`src/rtl/wifi_link_pkg.sv`:
```
// rtl/wifi_link_pkg.sv - shared constants and types for the WiFi link bridge
package wifi_link_pkg;

  localparam logic [7:0] CMD_DISARM = 8'h49;
  localparam logic [7:0] CMD_ARM    = 8'h41;
  localparam logic [7:0] CMD_EMERG  = 8'h45;
  localparam logic [7:0] CMD_ALARM  = 8'h4C;
  localparam logic [7:0] CMD_STATUS = 8'h53;

  localparam logic [3:0] IW_IDLE   = 4'b0000;
  localparam logic [3:0] IW_DISARM = 4'b1010;
  localparam logic [3:0] IW_ARM    = 4'b1011;
  localparam logic [3:0] IW_EMERG  = 4'b1100;
  localparam logic [3:0] IW_ALARM  = 4'b0000;

  localparam logic [2:0] IW2_IDLE   = 3'b000;
  localparam logic [2:0] IW2_DISARM = 3'b010;
  localparam logic [2:0] IW2_ARM    = 3'b001;
  localparam logic [2:0] IW2_EMERG  = 3'b011;
  localparam logic [2:0] IW2_ALARM  = 3'b100;

  localparam logic [1:0] ST_INACTIVE = 2'b11;
  localparam logic [1:0] ST_ACTIVE   = 2'b10;
  localparam logic [1:0] ST_ALARM    = 2'b01;
  localparam logic [1:0] ST_EMERG    = 2'b00;
  localparam logic [7:0] ASCII_BASE  = 8'h30;

  typedef enum logic [1:0] {S_IDLE, S_START, S_DATA, S_STOP} link_state_e;

  // Inverting the active-low status pair maps INACTIVE..EMERGENCY onto '0'..'3'.
  function automatic logic [7:0] status_byte(input logic [1:0] st);
    return ASCII_BASE + {6'b000000, ~st};
  endfunction

endpackage

```
`src/rtl/uart_rx_8n1.sv`:
```
// rtl/uart_rx_8n1.sv - 8N1 receiver with input synchronizer and mid-bit sampling
module uart_rx_8n1 import wifi_link_pkg::*; #(
  parameter int DIV = 16
) (
  input  logic       clk,
  input  logic       rst_n,
  input  logic       rx,
  output logic       byte_valid,
  output logic [7:0] data,
  output logic       frame_err
);

  localparam int CW = $clog2(DIV);
  localparam logic [CW-1:0] HALF_LAST = CW'(DIV / 2 - 1);
  localparam logic [CW-1:0] BIT_LAST  = CW'(DIV - 1);

  logic          meta_q, meta_d, sync_q, sync_d, prev_q, prev_d;
  link_state_e   state_q, state_d;
  logic [CW-1:0] cnt_q, cnt_d;
  logic [2:0]    bit_q, bit_d;
  logic [7:0]    shift_q, shift_d;
  logic          stop_tick;

  always_comb begin
    meta_d  = rx;
    sync_d  = meta_q;
    prev_d  = sync_q;
    state_d = state_q;
    cnt_d   = cnt_q;
    bit_d   = bit_q;
    shift_d = shift_q;
    case (state_q)
      S_IDLE: begin
        if (prev_q && !sync_q) begin
          state_d = S_START;
          cnt_d   = '0;
        end
      end
      S_START: begin
        if (cnt_q == HALF_LAST) begin
          cnt_d   = '0;
          bit_d   = '0;
          state_d = sync_q ? S_IDLE : S_DATA;
        end else begin
          cnt_d = cnt_q + CW'(1);
        end
      end
      S_DATA: begin
        if (cnt_q == BIT_LAST) begin
          cnt_d   = '0;
          shift_d = {sync_q, shift_q[7:1]};
          bit_d   = bit_q + 3'd1;
          if (bit_q == 3'd7) state_d = S_STOP;
        end else begin
          cnt_d = cnt_q + CW'(1);
        end
      end
      S_STOP: begin
        if (cnt_q == BIT_LAST) state_d = S_IDLE;
        else                   cnt_d   = cnt_q + CW'(1);
      end
      default: state_d = S_IDLE;
    endcase
  end

  always_ff @(posedge clk or negedge rst_n) begin
    if (!rst_n) begin
      meta_q  <= 1'b1;
      sync_q  <= 1'b1;
      prev_q  <= 1'b1;
      state_q <= S_IDLE;
      cnt_q   <= '0;
      bit_q   <= '0;
      shift_q <= '0;
    end else begin
      meta_q  <= meta_d;
      sync_q  <= sync_d;
      prev_q  <= prev_d;
      state_q <= state_d;
      cnt_q   <= cnt_d;
      bit_q   <= bit_d;
      shift_q <= shift_d;
    end
  end

  // The stop verdict is presented in the sampling cycle so the consumer can act one edge later.
  assign stop_tick  = (state_q == S_STOP) && (cnt_q == BIT_LAST);
  assign byte_valid = stop_tick && sync_q;
  assign frame_err  = stop_tick && !sync_q;
  assign data       = shift_q;

endmodule

```
`src/rtl/wifi_link_bridge.sv`:
```
// rtl/wifi_link_bridge.sv - UART command decoder and status reporter between WiFi module and alarm FSM
module wifi_link_bridge import wifi_link_pkg::*; #(
  parameter int CLK_HZ       = 50_000_000,
  parameter int BAUD         = 115_200,
  parameter int CMD_HOLD_CYC = 4
) (
  input  logic       clk,
  input  logic       reset,
  input  logic       rx,
  output logic       tx,
  input  logic       outWIFI,
  input  logic       outWIFI2,
  output logic [3:0] inWIFI,
  output logic [2:0] inWIFI2,
  output logic       link_err
);

  localparam int DIV = CLK_HZ / BAUD;
  localparam int CW  = $clog2(DIV);
  localparam int HW  = $clog2(CMD_HOLD_CYC + 1);
  localparam logic [CW-1:0] BIT_LAST = CW'(DIV - 1);

  logic       rx_valid, rx_ferr;
  logic [7:0] rx_data;

  uart_rx_8n1 #(.DIV(DIV)) u_rx (
    .clk        (clk),
    .rst_n      (reset),
    .rx         (rx),
    .byte_valid (rx_valid),
    .data       (rx_data),
    .frame_err  (rx_ferr)
  );

  logic          cmd_hit, query, unknown;
  logic [3:0]    cmd_iw, iw_q, iw_d;
  logic [2:0]    cmd_iw2, iw2_q, iw2_d;
  logic [HW-1:0] hold_q, hold_d;
  logic          link_err_q, link_err_d;
  logic [1:0]    stat_meta_q, stat_meta_d, stat_sync_q, stat_sync_d, hist_q, hist_d;
  logic          report_req;
  link_state_e   tx_state_q, tx_state_d;
  logic [CW-1:0] tx_cnt_q, tx_cnt_d;
  logic [2:0]    tx_bit_q, tx_bit_d;
  logic [7:0]    tx_shift_q, tx_shift_d;
  logic          tx_q, tx_d, pending_q, pending_d, bit_done, load;

  always_comb begin
    cmd_hit = 1'b0;
    query   = 1'b0;
    unknown = 1'b0;
    cmd_iw  = IW_IDLE;
    cmd_iw2 = IW2_IDLE;
    if (rx_valid) begin
      case (rx_data)
        CMD_DISARM: begin cmd_hit = 1'b1; cmd_iw = IW_DISARM; cmd_iw2 = IW2_DISARM; end
        CMD_ARM:    begin cmd_hit = 1'b1; cmd_iw = IW_ARM;    cmd_iw2 = IW2_ARM;    end
        CMD_EMERG:  begin cmd_hit = 1'b1; cmd_iw = IW_EMERG;  cmd_iw2 = IW2_EMERG;  end
        CMD_ALARM:  begin cmd_hit = 1'b1; cmd_iw = IW_ALARM;  cmd_iw2 = IW2_ALARM;  end
        CMD_STATUS: query   = 1'b1;
        default:    unknown = 1'b1;
      endcase
    end
  end

  // A fresh command reloads the window; otherwise the code clears on the last held cycle.
  always_comb begin
    iw_d   = iw_q;
    iw2_d  = iw2_q;
    hold_d = hold_q;
    if (cmd_hit) begin
      iw_d   = cmd_iw;
      iw2_d  = cmd_iw2;
      hold_d = HW'(CMD_HOLD_CYC);
    end else if (hold_q != '0) begin
      hold_d = hold_q - HW'(1);
      if (hold_q == HW'(1)) begin
        iw_d  = IW_IDLE;
        iw2_d = IW2_IDLE;
      end
    end
    link_err_d = rx_ferr || unknown;
  end

  always_comb begin
    stat_meta_d = {outWIFI, outWIFI2};
    stat_sync_d = stat_meta_q;
    hist_d      = stat_sync_q;
    report_req  = (stat_sync_q != hist_q) || query;
  end

  // Requests arriving while a frame is in flight collapse into one pending flag.
  always_comb begin
    tx_state_d = tx_state_q;
    tx_cnt_d   = tx_cnt_q;
    tx_bit_d   = tx_bit_q;
    tx_shift_d = tx_shift_q;
    tx_d       = tx_q;
    pending_d  = pending_q;
    load       = 1'b0;
    bit_done   = (tx_cnt_q == BIT_LAST);
    if (tx_state_q != S_IDLE) tx_cnt_d = bit_done ? '0 : tx_cnt_q + CW'(1);
    case (tx_state_q)
      S_IDLE:  load = report_req || pending_q;
      S_START: begin
        if (bit_done) begin
          tx_state_d = S_DATA;
          tx_bit_d   = '0;
          tx_d       = tx_shift_q[0];
        end
      end
      S_DATA: begin
        if (bit_done) begin
          if (tx_bit_q == 3'd7) begin
            tx_state_d = S_STOP;
            tx_d       = 1'b1;
          end else begin
            tx_bit_d   = tx_bit_q + 3'd1;
            tx_shift_d = {1'b0, tx_shift_q[7:1]};
            tx_d       = tx_shift_q[1];
          end
        end
      end
      S_STOP: begin
        if (bit_done) begin
          if (report_req || pending_q) load = 1'b1;
          else                         tx_state_d = S_IDLE;
        end
      end
      default: tx_state_d = S_IDLE;
    endcase
    if (load) begin
      tx_state_d = S_START;
      tx_cnt_d   = '0;
      tx_shift_d = status_byte(stat_sync_q);
      tx_d       = 1'b0;
      pending_d  = 1'b0;
    end else if (report_req && tx_state_q != S_IDLE) begin
      pending_d = 1'b1;
    end
  end

  always_ff @(posedge clk or negedge reset) begin
    if (!reset) begin
      iw_q        <= IW_IDLE;
      iw2_q       <= IW2_IDLE;
      hold_q      <= '0;
      link_err_q  <= 1'b0;
      stat_meta_q <= ST_INACTIVE;
      stat_sync_q <= ST_INACTIVE;
      hist_q      <= ST_INACTIVE;
      tx_state_q  <= S_IDLE;
      tx_cnt_q    <= '0;
      tx_bit_q    <= '0;
      tx_shift_q  <= '0;
      tx_q        <= 1'b1;
      pending_q   <= 1'b0;
    end else begin
      iw_q        <= iw_d;
      iw2_q       <= iw2_d;
      hold_q      <= hold_d;
      link_err_q  <= link_err_d;
      stat_meta_q <= stat_meta_d;
      stat_sync_q <= stat_sync_d;
      hist_q      <= hist_d;
      tx_state_q  <= tx_state_d;
      tx_cnt_q    <= tx_cnt_d;
      tx_bit_q    <= tx_bit_d;
      tx_shift_q  <= tx_shift_d;
      tx_q        <= tx_d;
      pending_q   <= pending_d;
    end
  end

  assign tx       = tx_q;
  assign inWIFI   = iw_q;
  assign inWIFI2  = iw2_q;
  assign link_err = link_err_q;

endmodule

```
`config.mk`:
```
export PLATFORM = sky130hd
export DESIGN_NAME = wifi_link_bridge
export DESIGN_NICKNAME = d
export VERILOG_FILES = /design/src/rtl/wifi_link_pkg.sv /design/src/rtl/uart_rx_8n1.sv /design/src/rtl/wifi_link_bridge.sv
export SDC_FILE = /design/constraint.sdc
export NUM_CORES = 1
export LEC_CHECK = 0
export BUFFER_PORTS_ARGS = -buffer_cell sky130_fd_sc_hd__buf_2
export CORE_ASPECT_RATIO = 1.2
export CORE_MARGIN = 2
export CORE_UTILIZATION = 61
export DETAILED_ROUTE_END_ITERATION = 16
export PLACE_DENSITY = 0.79
export REMOVE_ABC_BUFFERS = 1
export SYNTH_ARGS = -nofsm -noshare
export SYNTH_HDL_FRONTEND = slang
export SYNTH_SLANG_ARGS = --single-unit
```
`constraint.sdc`:
```
create_clock -name clk -period 3.4 [get_ports clk]
set_clock_uncertainty 0.15 [all_clocks]
set_input_delay 0.68 -clock clk [delete_from_list [all_inputs] [get_ports clk]]
set_output_delay 0.68 -clock clk [all_outputs]
set_load 0.1 [all_outputs]
```
==> results.md, run 1 <==
- The run finished with clean final reports.
- The post-cts repair resize count is 0.
- Final hold analysis gives a worst-case slack of 197 ps.
- The number of endpoints with negative hold slack in the final report is 0.
- The period utilization is between 80 and 90%.
- The biggest fanout along the worst timing path is 12.
- After synthesis, the share of flip-flops with an asynchronous set or reset is 100%.
- The worst register-to-register path begins at u_rx.cnt_q[0]$_DFFE_PN0P_.
- Cells with a size suffix above 1 make up 16.5% of the layout.
- For this run, design rule violations remaining after detail routing come to 0.
- The final critical delay including setup and external delays is about 2800 ps.
- Buffers added to address setup during post-CTS repair amount to 0.
- The overall global routing resource usage is 21.4%.
- Combinational logic is responsible for about a quarter of the overall power.
- The internal portion of the total power is 1320 uW.
- In the final timing run, aggregate negative setup slack is 0 ps.
- Setup slack on the worst reg-to-reg path comes out at 630 ps.
- The largest family of logic cells by synthesized area is simple AND/OR/NAND/NOR gates.
- The insertion delay to the later sink of the worst-skew pair is about 340 ps.
- Synthesis inferred 64 register bits.
- Summing all flip-flop and latch instances after layout gives between 1500 and 2000 sq um.
- Summing every instance area after synthesis gives 3240 sq um.
- Summing the areas of all fa, ha and maj instances in the mapped netlist gives 7.72% of the synthesized area.
- Once layout is done, the placed cells without fillers occupy 3530 sq um.
- The synthesized netlist devotes 1.08% of its cell area to XOR and XNOR gates.
- The number of CTS-inserted buffers is 9.
- The total setup violations reported at the end of the flow is 0.
- In this run the standard cell core region covers roughly 5200 sq um.
- Setup repair after global routing left no endpoint under its margin.
- The category of the worst setup path capture point is a flip-flop.
- The global placer's final weighted congestion is roughly 0.87.
- Total power for the finished layout comes to just over 2000 uW.
- Counting every sink on the clock net gives 64.
- The total of max-cap violations is 0.
- The portion of the post-synthesis area used by sequential elements is between 40% and 50%.
- The CTS H-tree depth is 3.
- The site row count is 29.
- The number of antenna violations at the first check in global routing is 0.
- The number of buffers inserted by port buffering is 13.
- The post-synthesis average cell area is between 10 and 15 sq um.
- The root buffer selected by CTS is sky130_fd_sc_hd__clkbuf_8.
- The depth of the worst register-to-register path is 7.
- The setup path with the least slack is of type reg2reg.
- The worst relative slew slack is about two fifths.
- The proportion of power drawn by the clock network is 28.0%.
- The detailed-route wire length per cell is 14.4 um.
- The iteration count of the initial detailed-routing pass is 4.
- The first element of the critical path is u_rx.cnt_q[0]$_DFFE_PN0P_.
- Counting the fill cells in the layout gives between 400 and 500.
- The synthesized netlist devotes between 10% and 20% of its cell area to compound gates.
- After clock tree synthesis, the flow added hold-fix buffers numbering 0.
- IR analysis of the VDD net gives a maximum drop of 0.336 mV.
- The endpoint identified for the worst register-to-register timing path is u_rx.cnt_q[3]$_DFFE_PN0P_.
- The count of pins over their slew limit is 0.
- The first global-routing pass estimated 10200 um of wire.
- The overall die height is ~84 um.
- The switching component of the power is approximately 700 uW.
- Summing the areas of all and, or, nand and nor instances in the mapped netlist gives ~16% of the synthesized area.
- In this run, synthesis inferred 0 flip-flops with an integrated enable.
- Static timing analysis puts the maximum clock frequency at ~360 MHz.
- The power density over the cells is around 570 nW/um^2.
- The residual antenna-violating net count after detailed routing is 0.
- Counting distinct cell types in the post-synthesis netlist gives between 50 and 60.
- The final critical-path setup slack is 625 ps.
- The analysis attributes to cell leakage a power of roughly 0.0016 uW.
- The via total after detailed routing is roughly 2400.
- The number of global-route vias before repair came to about 2200.
- The post-DP HPWL is ~4000 um.
- At the placement stage, the worst setup path has a slack of between 600 and 700 ps.
- The CTS tree is yes.
- Dividing the detail-routed via count by the number of cells gives just under 6.
- For this block, the initial DRC count from the detailed router was approximately 150.
- The path type of the worst min-delay path is in2async.
- The I/O pin count is 14.
- The share of synthesized area spent on multiplexers is approximately 5.5%.
- The cell area reported after detailed placement is about 3400 sq um.
- The total number of nets in the final design is around 360.
- The actual transition at the worst max-transition pin is approximately 910 ps.
- The initial standard-cell utilization of the core is slightly above 60%.
- The main flop type after synthesis is sky130_fd_sc_hd__dfrtp_1.
- The number of antenna diodes in the final layout is 0.
- The maximum number of pins on one net before global-route repair is 36.
- STA classifies the critical path startpoint as a flip-flop.
- In this run the horizontal extent of the chip is between 70 and 80 um.
- The overall routed net length is between 5000 and 6000 um.
- The clock-pin slew on the worst setup and hold paths is 70 ps.
- Relative to the synthesized area, the layout overhead comes to 8.91%.
- Counting every instance in the synthesized netlist gives 317.
- The endpoint required time on the critical path is 3450 ps.
- The switching power share of the total is 34.8%.
- The maximum buffer depth of the clock tree is 2.
- The Yosys step of the flow raised 0 warnings.
- Global routing finished with a remaining overflow of 0.
- The arrival time at the worst endpoint is ~2800 ps.
- The die outline area is a little under 6000 sq um.
- The multi-input combinational cells in the finished layout cover a total of between 1500 and 2000 sq um.
- In this run, flip-flops and latches consume between 40% and 50% of the power.
==> how the worst max path moves through the flow <==
stage	slack, ps	cells past startpoint	endpoint
2_1_floorplan	930	7	u_rx.cnt_q[3]$_DFFE_PN0P_
3_3_place_gp	770	7	u_rx.cnt_q[3]$_DFFE_PN0P_
3_5_place_dp	690	7	u_rx.cnt_q[3]$_DFFE_PN0P_
4_1_cts	660	7	u_rx.cnt_q[3]$_DFFE_PN0P_
5_1_grt	380	7	u_rx.cnt_q[3]$_DFFE_PN0P_
6_report	630	7	u_rx.cnt_q[3]$_DFFE_PN0P_
==> cell families after synthesis <==
| kind of cell | after synthesis |
|---|---|
| XOR/XNOR | 4 |
| AND/OR/NAND/NOR | 103 |
| AO/OA/AOI/OAI | 81 |
| adder cells (fa/ha/maj) | 20 |
| buffers and inverters | 28 |
| multiplexers | 17 |
| flip-flops | 64 |
==> state kept, by name (all words and copies together) (netlist names), 3 cells and up, named ones only <==
register,cells
hold_q,3
inWIFI,4
inWIFI2,3
tx_bit_q,3
tx_cnt_q,9
tx_shift_q,6
u_rx.bit_q,3
u_rx.cnt_q,9
u_rx.data,8
==> per-layer routing <==
metal  track usage (%)  wire, um  share of wire (%)  vias to the layer above
li1                  -         -                  -                     1170
met3              3.99       146                2.5                       11
met5                 0         0                  0                        -
met4              9.61       119                2.1                        0
met2              33.8      2760                 48                       38
met1              29.0      2770                 48                     1152
==> layout by cell type (no fill, tap or decap), drive strengths merged, types with 3 or more instances in the layout <==
cell    synthesis  final
o21ai          26     26
a21oi          16     16
clkinv          0      4
a31oi          10     10
a22o            4      4
dfrtp          54     54
inv            18     19
mux2            7      7
nor3b           3      3
or2             3      3
a21o            3      3
nor3           12     12
mux2i          10     10
ha             20     20
nor2           24     24
nand4           4      4
nand2b          5      5
buf             3     16
nand2          29     29
dfstp          10     10
clkbuf          7      9
nand3           8      8
o31ai           3      3
==> synthesized netlist by cell type, drive strengths merged (2+ instances only) <==
library cell  number  area share (%)
and3               2            0.39
clkbuf             7            0.81
xor2               2            0.54
a21oi             16             2.5
buf                3            0.66
inv               18             2.1
mux2i             10             3.1
a31oi             10             1.9
and2               2            0.39
dfrtp             54              42
a21o               3            0.69
nor3b              3            0.69
dfstp             10             8.1
ha                20             7.7
nor3              12             2.2
or4b               2            0.73
nand3              8             1.2
a211o              2            0.54
or2                3            0.58
a22o               4             1.1
o21ai             26             4.0
mux2               7             2.4
a21boi             2            0.46
nand4              4            0.77
nand2b             5            0.96
nor2              24             2.8
nand2             29             3.4
o211ai             2            0.46
o31ai              3            0.85
o2bb2ai            2            0.54
xnor2              2            0.54
==> worst max-delay path, cell delays in order, from the launching register on <==
cell,delay [ps]
sky130_fd_sc_hd__dfrtp_1,430
sky130_fd_sc_hd__inv_1,110
sky130_fd_sc_hd__ha_1,140
sky130_fd_sc_hd__or4b_2,590
sky130_fd_sc_hd__o31ai_2,390
sky130_fd_sc_hd__a31oi_1,410
sky130_fd_sc_hd__a41oi_1,350
sky130_fd_sc_hd__a31oi_1,60
==> power groups by stage <==
stage | registers (uW) | clock network [uW] | logic (uW)
after floorplan | 935 | 0 | 393
final | 946 | 565 | 508
after CTS | 943 | 583 | 507
after global routing | 958 | 616 | 585
after global placement | 953 | 0 | 488
after detailed placement | 957 | 0 | 505
==> metrics by stage <==
step	utilization [%]	instances
2_1_floorplan	-	307
3_3_place_gp	64.3	385
3_5_place_dp	64.3	385
4_1_cts	67.6	401
5_1_grt	67.6	401
6_report	67.6	401
==> cell type report <==
class | count | area share (%)
sequential | 64 | 45.7
clock inverter | 7 | 1.35
inverter | 18 | 1.91
clock buffer | 9 | 3.51
multi-input combinational | 225 | 42.9
tap | 62 | 2.20
timing repair buffer | 16 | 2.48
No activity file was read; power rests on OpenSTA's default activity.
==> inputs of run 2 (changes only) <==
==> constraint.sdc (replaced) <==
create_clock -name clk -period 2.81 [get_ports clk]
set_clock_uncertainty 0.15 [all_clocks]
set_input_delay 0.562 -clock clk [delete_from_list [all_inputs] [get_ports clk]]
set_output_delay 0.562 -clock clk [all_outputs]
set_load 0.1 [all_outputs]
==> run 2 against run 1 <==
Against the previous run:
- register-to-register slack worse by 450 ps
- flip-flop and latch count unchanged
- setup slack worse by 450 ps
- global-route usage up 0.26 points
- final cell count up 0.75%
- utilization up 0.53 points
- combinational power up 25%
==> results.md, run 2 (synthesis results as in run 1) <==
- Setup repair after global routing left no endpoint under its margin.
- Across the run, the number of max-cap violations was 0.
- The number of CTS-inserted buffers is 9.
- The congestion estimate from routability-driven global placement came to a little over 0.9.
- The post-cts repair resize count is 0.
- The floorplan step set the die height to approximately 84 um.
- The arrival time at the worst endpoint is around 2700 ps.
- At the pin with the least slew margin, the transition time is between 900 and 1000 ps.
- In this run the count of I/O pins placed on the die edge is 14.
- The commonest non-fill, non-tap cell in the layout is sky130_fd_sc_hd__dfrtp_1.
- The H-tree was split into 3 levels.
- Setup violations remaining at the end of the flow were counted as 0.
- The overall global routing resource usage is a little over a fifth.
- In this run the static leakage power is roughly 0.0017 uW.
- TritonCTS built the clock tree.
- Hold repair after CTS inserted 0 buffers.
- Compared with the post-synthesis result, the final layout area differs by 9.76%.
- The fmax is about 380 MHz.
- The post-CTS setup buffer count is 0.
- The launching element type of the critical path is a flip-flop.
- The tree is rooted in a sky130_fd_sc_hd__clkbuf_8.
- 0 antenna diodes ended up in the layout.
- The clock-pin slew on the worst setup and hold paths is 70 ps.
- The die covers 5920 sq um.
- The path type of the worst min-delay path is in2async.
- The design draws ~2400 uW.
- The most critical setup path has its startpoint at u_rx.cnt_q[0]$_DFFE_PN0P_.
- The count of pins over their slew limit is 0.
- The iteration count of the initial detailed-routing pass is 5.
- The number of endpoints with negative hold slack in the final report is 0.
- The number of global-route vias before repair is about 2300.
- The flow ran to the end, and the final reports show no timing, DRC or antenna violations.
- The maximum number of pins on one net before global-route repair is 65.
- The initial standard-cell utilization of the core is just over 60%.
- The wire length of the first global-routing pass is between 10000 and 15000 um.
- The detailed-route wire length per cell is 14.8 um.
- The total instance count after detailed placement is 388.
- STA puts the critical path data required time at 2860 ps.
- The via total after detailed routing is 2406.
- The overall routed net length is approximately 6000 um.
- Across the VDD grid, the largest voltage drop is roughly 0.48 mV.
- The number of buffers inserted by port buffering is 13.
- The post-DP HPWL is slightly above 4000 um.
- The top cell types in the final layout, fill and taps aside, are sky130_fd_sc_hd__dfrtp_1 (54), sky130_fd_sc_hd__nand2_1 (29), sky130_fd_sc_hd__o21ai_0 (26), sky130_fd_sc_hd__nor2_1 (24), sky130_fd_sc_hd__ha_1 (20).
- From left edge to right edge, the die measures 70.6 um.
- The period utilization is between 90 and 100%.
- In this run the critical register-to-register path is launched from u_rx.cnt_q[0]$_DFFE_PN0P_.
- Once layout is complete, the utilization of the core stands at between 60% and 70%.
- The number of standard cells in the layout, taps in and fillers out is between 400 and 500.
- The residual antenna-violating net count after detailed routing is 0.
- The site row count is 29.
- The via count normalized by instance count is between 5 and 6.
- The total number of nets in the final design is about 360.
- The maximum buffer depth of the clock tree is 2.
- The startpoint-to-endpoint class of the critical path is reg2reg.
- For the finished layout, the period the worst path requires is roughly 2600 ps.
- The sum of overflow across all layers after global routing is 0.
- In the routed design, unresolved DRC markers number 0.
- Summed over all failing endpoints, the final setup total negative slack is 0 ps.
- The biggest fanout along the worst timing path is 12.
- The insertion delay to the later sink of the worst-skew pair is between 300 and 400 ps.
- The sink count of the clock tree is 64.
- The core box area is 5230 sq um.
- The fraction of final layout cells with drive strength greater than 1 is between 15 and 20%.
- The number of antenna violations at the first check in global routing is 0.
- The total of fill cells in the finished design is a little over 400.
- The power density over the cells is around 700 nW/um^2.
- After the first detailed-routing iteration, the DRC count stood at 240.
- The category of the worst setup path capture point is a flip-flop.
- Measured in cells, the most critical reg-to-reg path has a length of 7.
- The worst relative slew slack is between 30 and 40%.
run 2: changes by cell type in the layout (fill, tap and decap cells not counted), sizes merged:
cell,before,now
clkbuf,9,10
clkinv,4,5
buf,16,19
inv,19,18
clkinvlp,2,1
run 2: area by class of cell:
cell class,instances,area [sq um],area share [%]
Timing Repair Buffer,19,123,3.44
Multi-Input combinational cell,225,1510,42.5
Tap cell,62,77.6,2.18
Sequential cell,64,1610,45.3
Clock inverter,6,36.3,1.02
Inverter,18,67.6,1.90
Clock buffer,10,128,3.59
run 2: critical path, stage by stage, from the launching register on:
cell and delay, ps:
sky130_fd_sc_hd__dfrtp_1 430, sky130_fd_sc_hd__inv_1 110, sky130_fd_sc_hd__ha_1 160, sky130_fd_sc_hd__or4b_2 610
sky130_fd_sc_hd__o31ai_2 270, sky130_fd_sc_hd__a31oi_1 360, sky130_fd_sc_hd__a41oi_1 350, sky130_fd_sc_hd__a31oi_1 60
run 2: path summary, 6_finish.rpt:
kind                                             endpoint  slack (ps)
worst max-delay path            u_rx.cnt_q[3]$_DFFE_PN0P_         180
worst min-delay path              tx_cnt_q[4]$_DFFE_PN0P_          70
worst max register to register  u_rx.cnt_q[3]$_DFFE_PN0P_         180
worst min register to register      u_rx.prev_d$_DFF_PN1_         210
max in group asynchronous        stat_meta_q[1]$_DFF_PN1_        2120
min in group clk                 stat_meta_q[0]$_DFF_PN1_         170
run 2: layer usage:
metal | wire (um) | track usage (%) | vias up
met5 | 0 | 0 | -
li1 | - | - | 1172
met2 | 2920 | 33.8 | 58
met3 | 263 | 5.92 | 8
met1 | 2710 | 29.1 | 1168
met4 | 76 | 8.23 | 0
run 2: power by group:
group | internal [uW] | leakage, uW | switching [uW] | total (uW)
registers | 1030 | 0.000821 | 110 | 1150
clock network | 315 | 0.0000858 | 354 | 669
logic | 254 | 0.000764 | 380 | 634
run 2: metrics by stage:
stage | setup WS (ps) | area (sq um) | hold WS, ps
2_1_floorplan | 340 | 3200 | 116
3_3_place_gp | 347 | 3400 | 196
3_5_place_dp | 231 | 3400 | 197
4_1_cts | 192 | 3560 | 79.7
5_1_grt | 45.4 | 3560 | 102
6_report | 179 | 3560 | 66.8
